**src/rtl/instr_fetch_unit.sv**
```systemverilog
// instr_fetch_unit: fetch stage in front of the instruction ROM.
// Owns the PC, issues one ROM request per two clocks at most, buffers returned
// words in a FIFO_DEPTH-entry FIFO and hands them to decode over valid/ready.
// Optional build macro: FETCH_ALIGN_CHECK_EN (adds fetch_fault and traps on
// misaligned redirects instead of silently aligning them).
module instr_fetch_unit #(
  parameter logic [31:0] RESET_PC   = 32'h0000_0000,
  parameter int          FIFO_DEPTH = 2,
  parameter logic [31:0] PC_STEP    = 32'd4
) (
  input  logic        clk,
  input  logic        reset,
  output logic [31:0] rom_addr,
  output logic        rom_cs,
  input  logic [31:0] rom_data,
  output logic        instr_valid,
  input  logic        instr_ready,
  output logic [31:0] instr,
  output logic [31:0] instr_pc,
  input  logic        redirect_valid,
  input  logic [31:0] redirect_pc
`ifdef FETCH_ALIGN_CHECK_EN
  ,
  output logic        fetch_fault
`endif
);

  localparam int PTR_W = (FIFO_DEPTH > 1) ? $clog2(FIFO_DEPTH) : 1;
  localparam int CNT_W = $clog2(FIFO_DEPTH) + 1;

  localparam logic [0:0] ST_ISSUE   = 1'b0;
  localparam logic [0:0] ST_CAPTURE = 1'b1;

  localparam logic [CNT_W-1:0] CNT_FULL = CNT_W'(FIFO_DEPTH);

  logic [0:0]       state;
  logic [31:0]      pc;

  // FIFO storage and bookkeeping
  logic [31:0]      mem_instr [FIFO_DEPTH];
  logic [31:0]      mem_pc    [FIFO_DEPTH];
  logic [PTR_W-1:0] wr_ptr;
  logic [PTR_W-1:0] rd_ptr;
  logic [CNT_W-1:0] count;

  // Last word handed to decode; shown on the outputs while the FIFO is empty
  logic [31:0]      last_instr;
  logic [31:0]      last_pc;

  logic             fault_q;
  logic             redirect_aligned;
  logic             can_issue;
  logic             push_en;
  logic             pop_en;

`ifdef FETCH_ALIGN_CHECK_EN
  assign redirect_aligned = (redirect_pc[1:0] == 2'b00);

  // Sticky misaligned-redirect trap, cleared by reset or an aligned redirect
  always_ff @(posedge clk) begin
    if (reset)
      fault_q <= 1'b0;
    else if (redirect_valid)
      fault_q <= !redirect_aligned;
  end

  assign fetch_fault = fault_q;
`else
  // Without the check every redirect is accepted and its low bits are dropped
  assign redirect_aligned = 1'b1;
  assign fault_q          = 1'b0;
`endif

  // Only one request can be outstanding, and it only exists in CAPTURE, so
  // in ISSUE the occupancy alone says whether a returning word has a slot.
  // A pop in the same cycle is not counted; that costs at most one clock.
  assign can_issue = (state == ST_ISSUE) && (count < CNT_FULL) && !fault_q;

  // A redirect discards both the word being captured and any pop attempt
  assign push_en   = (state == ST_CAPTURE) && !redirect_valid;
  assign pop_en    = instr_valid && instr_ready && !redirect_valid;

  assign instr_valid = (count != '0);
  assign instr       = instr_valid ? mem_instr[rd_ptr] : last_instr;
  assign instr_pc    = instr_valid ? mem_pc[rd_ptr]    : last_pc;

  // Request FSM: ISSUE raises rom_cs for one clock, CAPTURE drops it and
  // advances the PC while the returned word is pushed
  always_ff @(posedge clk) begin
    if (reset) begin
      state    <= ST_ISSUE;
      pc       <= RESET_PC;
      rom_cs   <= 1'b0;
      rom_addr <= RESET_PC;
    end else if (redirect_valid) begin
      state  <= ST_ISSUE;
      rom_cs <= 1'b0;
      if (redirect_aligned)
        pc <= redirect_pc & 32'hFFFF_FFFC;
    end else begin
      case (state)
        ST_ISSUE: begin
          if (can_issue) begin
            rom_cs   <= 1'b1;
            rom_addr <= pc;
            state    <= ST_CAPTURE;
          end else begin
            rom_cs <= 1'b0;
          end
        end
        ST_CAPTURE: begin
          rom_cs <= 1'b0;
          pc     <= pc + PC_STEP;
          state  <= ST_ISSUE;
        end
        default: begin
          rom_cs <= 1'b0;
          state  <= ST_ISSUE;
        end
      endcase
    end
  end

  // FIFO data array: written on capture, no reset needed since count gates reads
  always_ff @(posedge clk) begin
    if (push_en) begin
      mem_instr[wr_ptr] <= rom_data;
      mem_pc[wr_ptr]    <= rom_addr;
    end
  end

  // FIFO pointers/occupancy; a redirect empties the buffer outright
  always_ff @(posedge clk) begin
    if (reset) begin
      wr_ptr     <= '0;
      rd_ptr     <= '0;
      count      <= '0;
      last_instr <= '0;
      last_pc    <= '0;
    end else if (redirect_valid) begin
      wr_ptr <= '0;
      rd_ptr <= '0;
      count  <= '0;
    end else begin
      if (push_en)
        wr_ptr <= wr_ptr + PTR_W'(1);
      if (pop_en) begin
        rd_ptr     <= rd_ptr + PTR_W'(1);
        last_instr <= mem_instr[rd_ptr];
        last_pc    <= mem_pc[rd_ptr];
      end
      case ({push_en, pop_en})
        2'b10:   count <= count + CNT_W'(1);
        2'b01:   count <= count - CNT_W'(1);
        default: count <= count;
      endcase
    end
  end

endmodule

```
**config.mk**
```make
export PLATFORM = sky130hd
export DESIGN_NAME = instr_fetch_unit
export DESIGN_NICKNAME = d
export VERILOG_FILES = /design/src/rtl/instr_fetch_unit.sv
export SDC_FILE = /design/constraint.sdc
export NUM_CORES = 1
export LEC_CHECK = 0
export CAP_MARGIN = 0
export CORE_MARGIN = 3
export CORE_UTILIZATION = 57
export DETAILED_ROUTE_END_ITERATION = 7
export PLACE_DENSITY = 0.85
export REMOVE_ABC_BUFFERS = 1
export SYNTH_ARGS = -nofsm -noshare
export SYNTH_HDL_FRONTEND = slang
export SYNTH_SLANG_ARGS = --single-unit
```
**constraint.sdc**
```tcl
create_clock -name clk -period 10.58 [get_ports clk]
set_clock_uncertainty 0.05 [all_clocks]
set_input_delay 1.587 -clock clk [delete_from_list [all_inputs] [get_ports clk]]
set_output_delay 1.587 -clock clk [all_outputs]
set_load 0.01 [all_outputs]
```
== After elaboration in Yosys (flattened, before gate mapping) ==
Memory sizes are Yosys's and may differ from the RTL's. A register that Yosys moved wholly into a read port is not among the register bits.
Cells that the tools add are included.
Widths: inputs -> output; s select.

* Bits in registers: 133
* Bits in latches: 0
* RAM bits: 128
* Bits in read-only memories: 0
* Memories kept: 2

* $add $sub $neg: 5
* Multipliers: 0
* Div/mod/pow operators: 0
* $lt $le $gt $ge: 1
* Equality and inequality tests: 2
* Shift operators: 0
* Muxes and demuxes: 13
* Bitwise operators: 2
* Reductions and logical operators: 11

{| class="wikitable"
|+ Memories
! memory !! depth !! bits a word !! read ports !! clocked after memory_dff !! write ports !! line !! RTL
|-
| mem_instr || 2 || 32 || 1 || 1 || 1 || 40 || <nowiki>logic [31:0] mem_instr [FIFO_DEPTH];</nowiki>
|-
| mem_pc || 2 || 32 || 1 || 1 || 1 || 41 || <nowiki>logic [31:0] mem_pc [FIFO_DEPTH];</nowiki>
|}

{| class="wikitable"
|+ Operators with widths
! cell !! number
|-
| $mux 32 || 4
|-
| $add 32x3->32 const B || 1
|-
| $mux 1 || 7
|-
| $reduce_bool 2->1 || 3
|-
| $logic_and 1x1->1 || 4
|-
| $pmux 2 s2 || 1
|-
| $reduce_and 3->1 || 1
|-
| $add 1x1->1 const B || 2
|-
| $add 2x1->2 const B || 1
|-
| $eq 2x1->1 const B || 1
|-
| $eq 2x2->1 const B || 1
|-
| $lt 2x2->1 const B || 1
|-
| $not 1->1 || 2
|-
| $pmux 1 s2 || 1
|-
| $reduce_and 2->1 || 1
|-
| $reduce_or 2->1 || 1
|-
| $sub 2x1->2 const B || 1
|-
| $logic_not 1->1 || 1
|}

== Longest topological paths before layout ==
Gate-level depths: netlist of the first run.

* Word-level depth: 5
* Gate-level depth with buffers: 8

== Least setup slack after synthesis of the first run ==
No wires, ideal clock.

* Path type: input to register
* Start point: in redirect_valid
* End point: mem mem_instr[0][0], enable pin
* Arrival time: 4.563 ns
* Data required time: 10.048 ns
* Setup slack: 5.484 ns
* Cell stages on the path: 3
* Path buffers: 1
* Cell sequence: clkbuf_1 -> nand2b_1 -> nor2_1

* Cells in the longest elaborated chain, start to end: 4

{| class="wikitable"
|+ Ends and longest elaborated chain
! item !! line !! RTL
|-
| start, declared || 20 || <nowiki>input logic redirect_valid,</nowiki>
|-
| $logic_not 1->1 || 80 || <nowiki>assign push_en = (state == ST_CAPTURE) && !redirect_valid;</nowiki>
|-
| $logic_and 1x1->1 || 80 ||
|-
| $mux 1 || 126 || <nowiki>if (push_en) begin</nowiki>
|-
| $mux 1 (not written as such) || 127 || <nowiki>mem_instr[wr_ptr] <= rom_data;</nowiki>
|-
| end, declared || 40 ||
|}

No other way between the ends.

== Worst setup path in the final report of the first run ==
* Start point: reg count[1]
* End point: out instr_pc[22]

* Cells in the longest elaborated chain, start to end: 2

{| class="wikitable"
|+ Ends and longest elaborated chain
! item !! line !! RTL
|-
| start, declared || 44 || <nowiki>logic [CNT_W-1:0] count;</nowiki>
|-
| start signal, assigned || 153 || <nowiki>2'b10: count <= count + CNT_W'(1);</nowiki>
|-
| start signal, assigned || 154 || <nowiki>2'b01: count <= count - CNT_W'(1);</nowiki>
|-
| start signal, assigned || 155 || <nowiki>default: count <= count;</nowiki>
|-
| $reduce_bool 2->1 || 83 || <nowiki>assign instr_valid = (count != '0);</nowiki>
|-
| $mux 32 || 85 || <nowiki>assign instr_pc = instr_valid ? mem_pc[rd_ptr] : last_pc;</nowiki>
|-
| end, declared || 19 || <nowiki>output logic [31:0] instr_pc,</nowiki>
|}

No other way between the ends.

==> results.py, run 1 <==
metrics = {
    "run_status": {
        "status": "completed",
    },
    "routing": {
        "wl_per_cell_um": 17.4,
        "via_per_inst": 5.88,
        "drc": 0,
        "num_vias": 7461,
        "drt-total-wl_um": 22100,
        "drt_first_pass_iters": 5,
        "ant_nets": 0,
        "drtIter0Drc": 556,
    },
    "clock_network": {
        "clock-root-buffer": "clkbuf_16",
        "post_cts_buffers": 0,
        "cts_sinks": 252,
        "numCtsBuffers": 25,
        "insertion_delay_ps": 510,
        "cts_resized": 0,
        "path_clk_slew_ps": 60,
        "cts_max_level": 1,
        "cts_hold_buf": 0,
        "cts_buffer_depth": 3,
        "cts_tree": "yes",
    },
    "place": {
        "globalplace.congestion": 0.805,
        "port_buffers": 159,
        "numPlacedInstances": 1223,
        "hpwl_um": 13200,
        "post_dp_cell_area_sq_mm": 0.0117,
        "pre_cts_ws_ps": 5950,
    },
    "yosys": {
        "synth_area_sq_mm": 0.0100,
        "synth-seq-cells": 252,
        "synth_cell_types": 41,
        "yosys.area.top_type_share": 0.372,
        "yosysWarnings": 0,
        "synth_top_area_cell": "edfxtp_1",
        "synth.avg_cell_area_sq_um": 11.0,
        "synthCells": 907,
        "synthTopCellsByArea": "edfxtp_1 37%, dfxtp_1 26%, mux2i_1 6.3%, nor2_1 5.8%, a211oi_1 5.5%",
        "yosysSeqAreaShare": 0.628,
    },
    "global_routing": {
        "grt_overflow": 0,
        "antenna_found_initial": 0,
        "grt_max_degree": 81,
        "grt_pass1_wl_um": 35800,
        "grt_pass1_vias": 7242,
        "grtUsageTotal": 0.223,
    },
    "sta": {
        "tightest_slew_ps": 1150,
        "finalSetupViolations": 0,
        "slew_headroom": 0.232,
        "fin_crit_sh": 0.444,
        "fin_setup_tns_ps": 0,
        "fin_ws_ps": 5880,
        "finalMaxSlewViolations": 0,
        "hold_viol_final": 0,
        "rsz0062_at_grt": "false",
        "fin_crit_ps": 4700,
        "fmax_mhz": 213,
    },
    "cells_and_area": {
        "areaGrowthSynthToFinish_pct": 24.9,
        "drive_gt1_frac": 0.0525,
        "fin_nets": 1100,
        "final_cell_mix": "158 x clkdlybuf4s50_1, 152 x nor2_1, 127 x dfxtp_1, 124 x edfxtp_1, 96 x a21oi_1",
        "fin_area_sq_mm": 0.0125,
        "n_antenna_cell": 0,
        "mostFrequentLayoutCell": "clkdlybuf4s50_1",
        "final_cells": 1268,
    },
    "power": {
        "power_frac_seq": 0.509,
        "clkPwrFrac": 0.428,
        "net-switching-power_mw": 0.437,
        "p_int_mw": 1.66,
        "p_leak_nw": 3.99,
        "swShare": 0.209,
        "power_density_mw_per_mm2": 168,
        "power_frac_comb": 0.063,
        "peakVddDrop_mv": 0.114,
    },
    "worst_setup_path": {
        "path_class": "reg -> out",
        "path_max_fanout": 69,
        "cp-start-kind": "flip-flop",
        "crit_arrival_ps": 3060,
        "crit_path_end_kind": "output pin",
        "crit_required_ps": 8940,
    },
    "die": {
        "core_area_sq_mm": 0.0169,
        "initial_utilization": 0.593,
        "placement_rows": 47,
        "die_h_um": 138,
        "io_pins": 166,
        "dieWidth_um": 138,
        "die_area_sq_mm": 0.0192,
    },
    "hold_path": {
        "hp-class": "reg -> reg",
    },
    "job": {
        "max_cap_viol_count": 0,
    },
}
==> metal layers <==
metal  vias to the layer above  global-route usage  wire length (um)
met3                        45              0.0380              1500
met5                         -                   0                 0
met1                      3569               0.297              9360
li1                       3564                   -                 -
met4                         0              0.0681               582
met2                       283               0.377             10700
==> sequential cells by signal, indices dropped and copies added (netlist names), 2 cells and up, named ones only <==
signal / flops
last_instr: 32
rom_addr: 30
pc: 30
count: 2
mem_instr: 64
last_pc: 30
mem_pc: 60
==> worst max-delay path, cell delays in order (launching register included) <==
cell,delay [ps]
dfxtp_1,410
or2_4,550
buf_4,660
nor2_1,90
a21oi_1,190
clkdlybuf4s50_1,570
==> kinds of logic after synthesis <==
logic type                 share of synthesized area
buffers and inverters                         0.0314
and+or+nand+nor                                0.130
other                                       0.000375
AOI/OAI and AO/OA                              0.130
xor gates and xnor gates                      0.0149
adders and majority gates                    0.00250
muxes                                         0.0630
DFF                                            0.628
==> path summary, 6_finish.rpt <==
check / slack (ps) / endpoint / cells past startpoint / startpoint
hold / removal: 430 / rom_addr[25]$_SDFFE_PP0P_ / 2 / pc[25]$_SDFFE_PP0P_
setup reg to reg: 7760 / count[1]$_SDFFE_PP0P_ / 8 / count[1]$_SDFFE_PP0P_
hold reg to reg: 430 / rom_addr[25]$_SDFFE_PP0P_ / 2 / pc[25]$_SDFFE_PP0P_
setup / recovery: 5880 / instr_pc[22] / 5 / count[1]$_SDFFE_PP0P_
==> area by class of cell <==
type | instances | area [sq um]
sequential | 252 | 6290
tap | 220 | 275
clock inverter | 10 | 151
clock buffer | 35 | 683
multi-input combinational | 581 | 3440
timing repair buffer | 166 | 1640
inverter | 4 | 15.0
fill | 1163 | 4380
==> cells in the mapped netlist <==
cell type,count
or2_2,1
a2111oi_0,1
inv_2,1
inv_1,3
ha_1,2
or4_1,14
buf_1,7
nand4_1,10
o31ai_1,13
or3_2,1
o21bai_1,1
edfxtp_1,124
a31oi_1,1
and3_1,2
clkbuf_1,59
nand2_1,73
a21oi_1,96
buf_6,1
dfxtp_1,128
a211oi_1,73
nand3_1,7
nand4_4,1
a311oi_1,14
mux2i_1,63
nor2_1,154
or3_4,1
and4_1,6
buf_4,4
and2_1,1
buf_2,2
conb_1,1
o21ai_0,4
xnor2_1,10
xor2_1,7
nand2b_1,1
nor3_1,6
nor3b_1,2
or3_1,5
o211ai_1,1
and4_2,1
nor4_1,5
==> stage by stage <==
stage | total power [mW] | utilization | hold WS (ps)
after floorplan | 1.14 | - | 384
after global placement | 1.21 | 0.691 | 408
after detailed placement | 1.22 | 0.691 | 421
after CTS | 2.11 | 0.741 | 435
after global routing | 2.16 | 0.741 | 446
final | 2.09 | 0.741 | 433
==> power groups by stage <==
| stage | combinational [mW] | clock, mW | sequential [mW] |
|---|---|---|---|
| global route | 0.143 | 0.947 | 1.07 |
| detailed placement | 0.131 | 0 | 1.09 |
| CTS | 0.132 | 0.910 | 1.07 |
| floorplan | 0.0530 | 0 | 1.08 |
| global placement | 0.128 | 0 | 1.09 |
| finish | 0.132 | 0.896 | 1.07 |
Note: power is estimated with default switching activity, not from simulation.
==> run 2, diff against run 1 <==
--- a/config.mk
+++ b/config.mk
@@ -7,9 +7,9 @@
 export LEC_CHECK = 0
 export CAP_MARGIN = 0
 export CORE_MARGIN = 3
-export CORE_UTILIZATION = 57
+export CORE_UTILIZATION = 53
 export DETAILED_ROUTE_END_ITERATION = 7
-export PLACE_DENSITY = 0.85
+export PLACE_DENSITY = 0.8
 export REMOVE_ABC_BUFFERS = 1
 export SYNTH_ARGS = -nofsm -noshare
 export SYNTH_HDL_FRONTEND = slang
==> constraint.sdc (replaced) <==
create_clock -name clk -period 4.5 [get_ports clk]
set_clock_uncertainty 0.05 [all_clocks]
set_input_delay 0.675 -clock clk [delete_from_list [all_inputs] [get_ports clk]]
set_output_delay 0.675 -clock clk [all_outputs]
set_load 0.01 [all_outputs]
==> run 2 against run 1 <==
Clock power increased to 2.5 times the previous value. Via count shrank 2.4%. Non-clock buffer count grew 3. Global-route usage down 0.88 points. Total power rose by 140%. Setup slack got worse by 4900 ps. Final cell count rose by 1.2%. Sequential cell count unchanged. Hold slack worse by 4.4 ps.
==> results.py, run 2 (synthesis results as in run 1) <==
metrics = {
    "hold_path": {
        "worstHoldPathCells": 0,
        "hp-class": "reg -> reg",
    },
    "routing": {
        "drt-total-wl_um": 22500,
        "drc": 0,
        "drtIter0Drc": 470,
        "ant_nets": 0,
        "drt_first_pass_iters": 5,
        "num_vias": 7279,
        "via_per_inst": 5.67,
        "wl_per_cell_um": 17.6,
    },
    "power": {
        "swShare": 0.211,
        "clkPwrFrac": 0.447,
        "power_density_mw_per_mm2": 403,
        "power_frac_comb": 0.061,
        "p_leak_nw": 4.06,
        "p_int_mw": 4.03,
        "power_frac_seq": 0.491,
        "net-switching-power_mw": 1.08,
        "peakVddDrop_mv": 0.322,
    },
    "worst_setup_path": {
        "path_max_fanout": 67,
        "path_class": "reg -> out",
        "crit_arrival_ps": 2820,
        "crit_path_end_kind": "output pin",
        "cp-start-kind": "flip-flop",
        "reg2reg_depth": 4,
        "crit_required_ps": 3770,
    },
    "cells_and_area": {
        "top_regs": "mem_instr: 64 flops, mem_pc: 60 flops, last_instr: 32 flops",
        "fin_area_sq_mm": 0.0127,
        "regMostFlops": "mem_instr",
        "areaGrowthSynthToFinish_pct": 26.6,
        "largest_reg_flops": 64,
        "final_cell_mix": "158 x clkdlybuf4s50_1, 152 x nor2_1, 127 x dfxtp_1, 124 x edfxtp_1, 96 x a21oi_1",
        "drive_gt1_frac": 0.0636,
        "mostFrequentLayoutCell": "clkdlybuf4s50_1",
        "fin_nets": 1104,
        "n_antenna_cell": 0,
    },
    "sta": {
        "hold_viol_final": 0,
        "fmax_mhz": 282,
        "tightest_slew_ps": 1040,
        "fin_ws_ps": 958,
        "fin_crit_ps": 3540,
        "rsz0062_at_grt": "false",
        "finalMaxSlewViolations": 0,
        "slew_headroom": 0.306,
        "finalSetupViolations": 0,
        "fin_crit_sh": 0.787,
    },
    "global_routing": {
        "grt_overflow": 0,
        "grtUsageTotal": 0.214,
        "antenna_found_initial": 0,
        "grt_max_degree": 90,
        "grt_pass1_vias": 6906,
        "grt_pass1_wl_um": 35300,
    },
    "clock_network": {
        "cts_sinks": 252,
        "cts_tree": "yes",
        "post_cts_buffers": 0,
        "cts_resized": 0,
        "numCtsBuffers": 26,
        "cts_buffer_depth": 3,
        "cts_max_level": 1,
        "insertion_delay_ps": 520,
        "cts_hold_buf": 0,
        "clock-root-buffer": "clkbuf_16",
        "path_clk_slew_ps": 60,
    },
    "die": {
        "placement_rows": 49,
        "dieWidth_um": 143,
        "die_area_sq_mm": 0.0206,
        "die_h_um": 143,
        "io_pins": 166,
        "initial_utilization": 0.548,
        "core_area_sq_mm": 0.0183,
    },
    "place": {
        "post_dp_cell_area_sq_mm": 0.0117,
        "hpwl_um": 13600,
        "port_buffers": 159,
        "globalplace.congestion": 0.805,
        "pre_cts_ws_ps": 1410,
    },
    "run_status": {
        "status": "completed",
    },
    "job": {
        "max_cap_viol_count": 0,
    },
}
==> run 2: worst max-delay path, stage by stage, from the launching register on <==
cell and delay (ps):
dfxtp_1 420, or2_4 670, buf_12 330, nor2_1 70, a21oi_1 200, clkdlybuf4s50_1 570
==> run 2: worst paths after layout <==
kind,from,endpoint,slack [ps]
setup / recovery,count[1]$_SDFFE_PP0P_,instr[19],960
hold / removal,rom_addr[6]$_SDFFE_PP0P_,mem_pc[1][6]$_DFFE_PP_,430
setup reg to reg,pc[15]$_SDFFE_PP0P_,pc[30]$_SDFFE_PP0P_,1870
hold reg to reg,rom_addr[6]$_SDFFE_PP0P_,mem_pc[1][6]$_DFFE_PP_,430
==> run 2: power groups by stage <==
stage                     clock network (mW)  registers (mW)  logic (mW)
after floorplan                            0            2.55       0.125
after global placement                     0            2.55       0.307
after detailed placement                   0            2.56       0.313
after CTS                               2.32            2.51       0.316
after global routing                    2.41            2.51       0.342
final                                   2.28            2.51       0.314
==> run 2: routing by layer <==
layer  part of all wire  global-route usage  vias to the layer above
li1                   -                   -                     3570
met1               0.44               0.287                     3466
met2               0.49               0.370                      211
met3              0.054              0.0343                       32
met4              0.017              0.0486                        0
met5                  0                   0                        -
==> run 2: per-stage QoR <==
stage / utilization / std cells / total power, mW / setup TNS [ps] / hold WS (ps)
finish: 0.693 / 1283 / 5.10 / 0 / 429
floorplan: - / 837 / 2.67 / -46020 / 384
CTS: 0.693 / 1283 / 5.14 / 0 / 433
global placement: 0.642 / 1235 / 2.86 / 0 / 405
global route: 0.693 / 1283 / 5.26 / 0 / 445
detailed placement: 0.642 / 1235 / 2.87 / 0 / 417
==> run 2: final cells by class <==
type	instances	area (sq um)
clock buffers	30	707
well taps	229	287
repair buffers	169	1700
inverters	4	15.0
fillers	1335	5610
multi-input cells	581	3440
flip-flops and latches	252	6290
clock inverters	18	221
==> run 3, diff against run 2 <==
--- a/config.mk
+++ b/config.mk
@@ -7,9 +7,9 @@
 export LEC_CHECK = 0
 export CAP_MARGIN = 0
 export CORE_MARGIN = 3
-export CORE_UTILIZATION = 53
+export CORE_UTILIZATION = 48
 export DETAILED_ROUTE_END_ITERATION = 7
-export PLACE_DENSITY = 0.8
+export PLACE_DENSITY = 0.76
 export REMOVE_ABC_BUFFERS = 1
 export SYNTH_ARGS = -nofsm -noshare
 export SYNTH_HDL_FRONTEND = slang
==> constraint.sdc (replaced) <==
create_clock -name clk -period 2.9 [get_ports clk]
set_clock_uncertainty 0.05 [all_clocks]
set_input_delay 0.435 -clock clk [delete_from_list [all_inputs] [get_ports clk]]
set_output_delay 0.435 -clock clk [all_outputs]
set_load 0.01 [all_outputs]
==> run 3 against run 2 <==
Cell area is 1.2% higher. Die area is 10% higher. Clock power is 48% higher. Core utilization is 6.4 points lower. Global-route usage is 2.0 points lower. Critical path type unchanged. Final cell count is 3.9% higher. Combinational power is 57% higher.
==> results.py, run 3 (synthesis results as in run 1) <==
metrics = {
    "global_routing": {
        "grt_pass1_vias": 7052,
        "antenna_found_initial": 0,
        "grt_max_degree": 89,
        "grt_pass1_wl_um": 35500,
        "grt_overflow": 0,
        "grtUsageTotal": 0.194,
    },
    "job": {
        "max_cap_viol_count": 0,
    },
    "power": {
        "clkPwrFrac": 0.435,
        "power_density_mw_per_mm2": 605,
        "power_mw": 7.75,
        "power_frac_comb": 0.063,
        "net-switching-power_mw": 1.62,
        "power_frac_seq": 0.502,
        "swShare": 0.209,
        "p_int_mw": 6.13,
        "peakVddDrop_mv": 0.410,
        "p_leak_nw": 4.10,
    },
    "clock_network": {
        "cts_hold_buf": 0,
        "cts_tree": "yes",
        "cts_max_level": 1,
        "cts_buffer_depth": 3,
        "insertion_delay_ps": 510,
        "cts_sinks": 252,
        "clock-root-buffer": "clkbuf_16",
        "numCtsBuffers": 26,
        "path_clk_slew_ps": 60,
    },
    "cells_and_area": {
        "regMostFlops": "mem_instr",
        "drive_gt1_frac": 0.0687,
        "top_regs": "mem_instr: 64 flops, mem_pc: 60 flops, last_instr: 32 flops",
        "n_antenna_cell": 0,
        "largest_reg_flops": 64,
        "final_cells": 1333,
        "fin_area_sq_mm": 0.0128,
        "areaGrowthSynthToFinish_pct": 28.1,
        "final_core_util": 0.629,
        "fillerInstances": 1635,
        "final_cell_mix": "158 x clkdlybuf4s50_1, 152 x nor2_1, 127 x dfxtp_1, 124 x edfxtp_1, 96 x a21oi_1",
        "fin_nets": 1113,
        "mostFrequentLayoutCell": "clkdlybuf4s50_1",
    },
    "worst_setup_path": {
        "slowest_delay_ps": 560,
        "path_max_fanout": 34,
        "crit_required_ps": 2410,
        "critPathTopFamily": "buffers and inverters",
        "cp-start-kind": "flip-flop",
        "crit_path_end_kind": "output pin",
        "crit_chain": "or2_4 > buf_6 > nor2_1 > a21oi_1 > clkdlybuf4s50_1",
        "crit_slowest_cell": "clkdlybuf4s50_1",
        "path_class": "reg -> out",
        "crit_arrival_ps": 2190,
        "cp_num_buf_inv": 2,
    },
    "die": {
        "initial_utilization": 0.491,
        "die_h_um": 150,
        "io_pins": 166,
        "die_area_sq_mm": 0.0226,
        "placement_rows": 52,
        "core_area_sq_mm": 0.0204,
        "dieWidth_um": 150,
    },
    "sta": {
        "fin_setup_tns_ps": 0,
        "fin_hold_ws_ps": 318,
        "finalMaxSlewViolations": 0,
        "fin_crit_sh": 0.923,
        "fin_crit_ps": 2680,
        "rsz0062_at_grt": "false",
        "fin_ws_ps": 223,
        "slew_headroom": 0.636,
        "fmax_mhz": 374,
        "finalSetupViolations": 0,
        "tightest_slew_ps": 545,
        "hold_viol_final": 0,
    },
    "routing": {
        "top_layer_used": "met4",
        "drt_first_pass_iters": 4,
        "num_vias": 7241,
        "wl_met2_um": 10800,
        "wl_per_cell_um": 16.7,
        "drtIter0Drc": 398,
        "m1WireLength_um": 9580,
        "ant_nets": 0,
        "wl_met3_um": 1360,
        "drt-total-wl_um": 22300,
        "drc": 0,
        "via_per_inst": 5.43,
    },
    "place": {
        "pre_cts_ws_ps": 460,
        "globalplace.congestion": 0.822,
        "numPlacedInstances": 1285,
        "post_dp_cell_area_sq_mm": 0.0119,
        "port_buffers": 159,
        "hpwl_um": 14200,
    },
    "hold_path": {
        "hp-class": "in -> reg",
    },
    "run_status": {
        "status": "completed",
    },
}
## run 3: cell types whose count changed in the layout (fill, tap and decap cells not counted)
cell and delta:
buf_6 +1, clkbuf_1 +3, clkinv_4 +2, inv_6 -1
clkinv_2 -3, buf_4 +3, clkinvlp_4 -1, buf_12 +5
clkbuf_8 +2, bufinv_16 -2
## run 3: power groups by stage
stage               combinational (mW)  clock (mW)  sequential, mW
global placement                 0.485           0            3.96
finish                           0.492        3.37            3.89
CTS                              0.496        3.45            3.89
floorplan                        0.194           0            3.96
detailed placement               0.492           0            3.96
global route                     0.537        3.61            3.90
## run 3: worst paths after layout
check | startpoint | to | slack [ps] | cells past startpoint
worst max-delay path | count[1]$_SDFFE_PP0P_ | instr[22] | 220 | 5
worst min-delay path | reset | pc[28]$_SDFFE_PP0P_ | 320 | 4
worst min register to register | pc[31]$_SDFFE_PP0P_ | rom_addr[31]$_SDFFE_PP0P_ | 420 | 2
worst max register to register | state$_SDFF_PP0_ | pc[24]$_SDFFE_PP0P_ | 460 | 4
## run 3: worst min-delay path, stage by stage
cell and delay, ps:
buf_4 120, or3_1 100, or4_1 90, o211ai_1 80
## run 3: layout make-up
cell class                 count  area [sq um]  share of cell area
clock buffer                  35           746              0.0582
multi-input combinational    581          3440               0.269
timing repair buffer         178          1840               0.143
sequential                   252          6290               0.491
inverter                       4          15.0             0.00117
clock inverter                13           148              0.0115
tap                          270           338              0.0264
## run 3: what timing repair did
action,in CTS,in global routing
endpoints found under the setup margin,0,3
setup buffers,0,0
endpoints found under the hold margin,0,0
resized for setup,0,1
## run 3: layer usage
metal,global-route usage,vias up
li1,-,3590
met1,0.246,3443
met2,0.337,174
met3,0.0403,34
met4,0.0558,0
met5,0,-
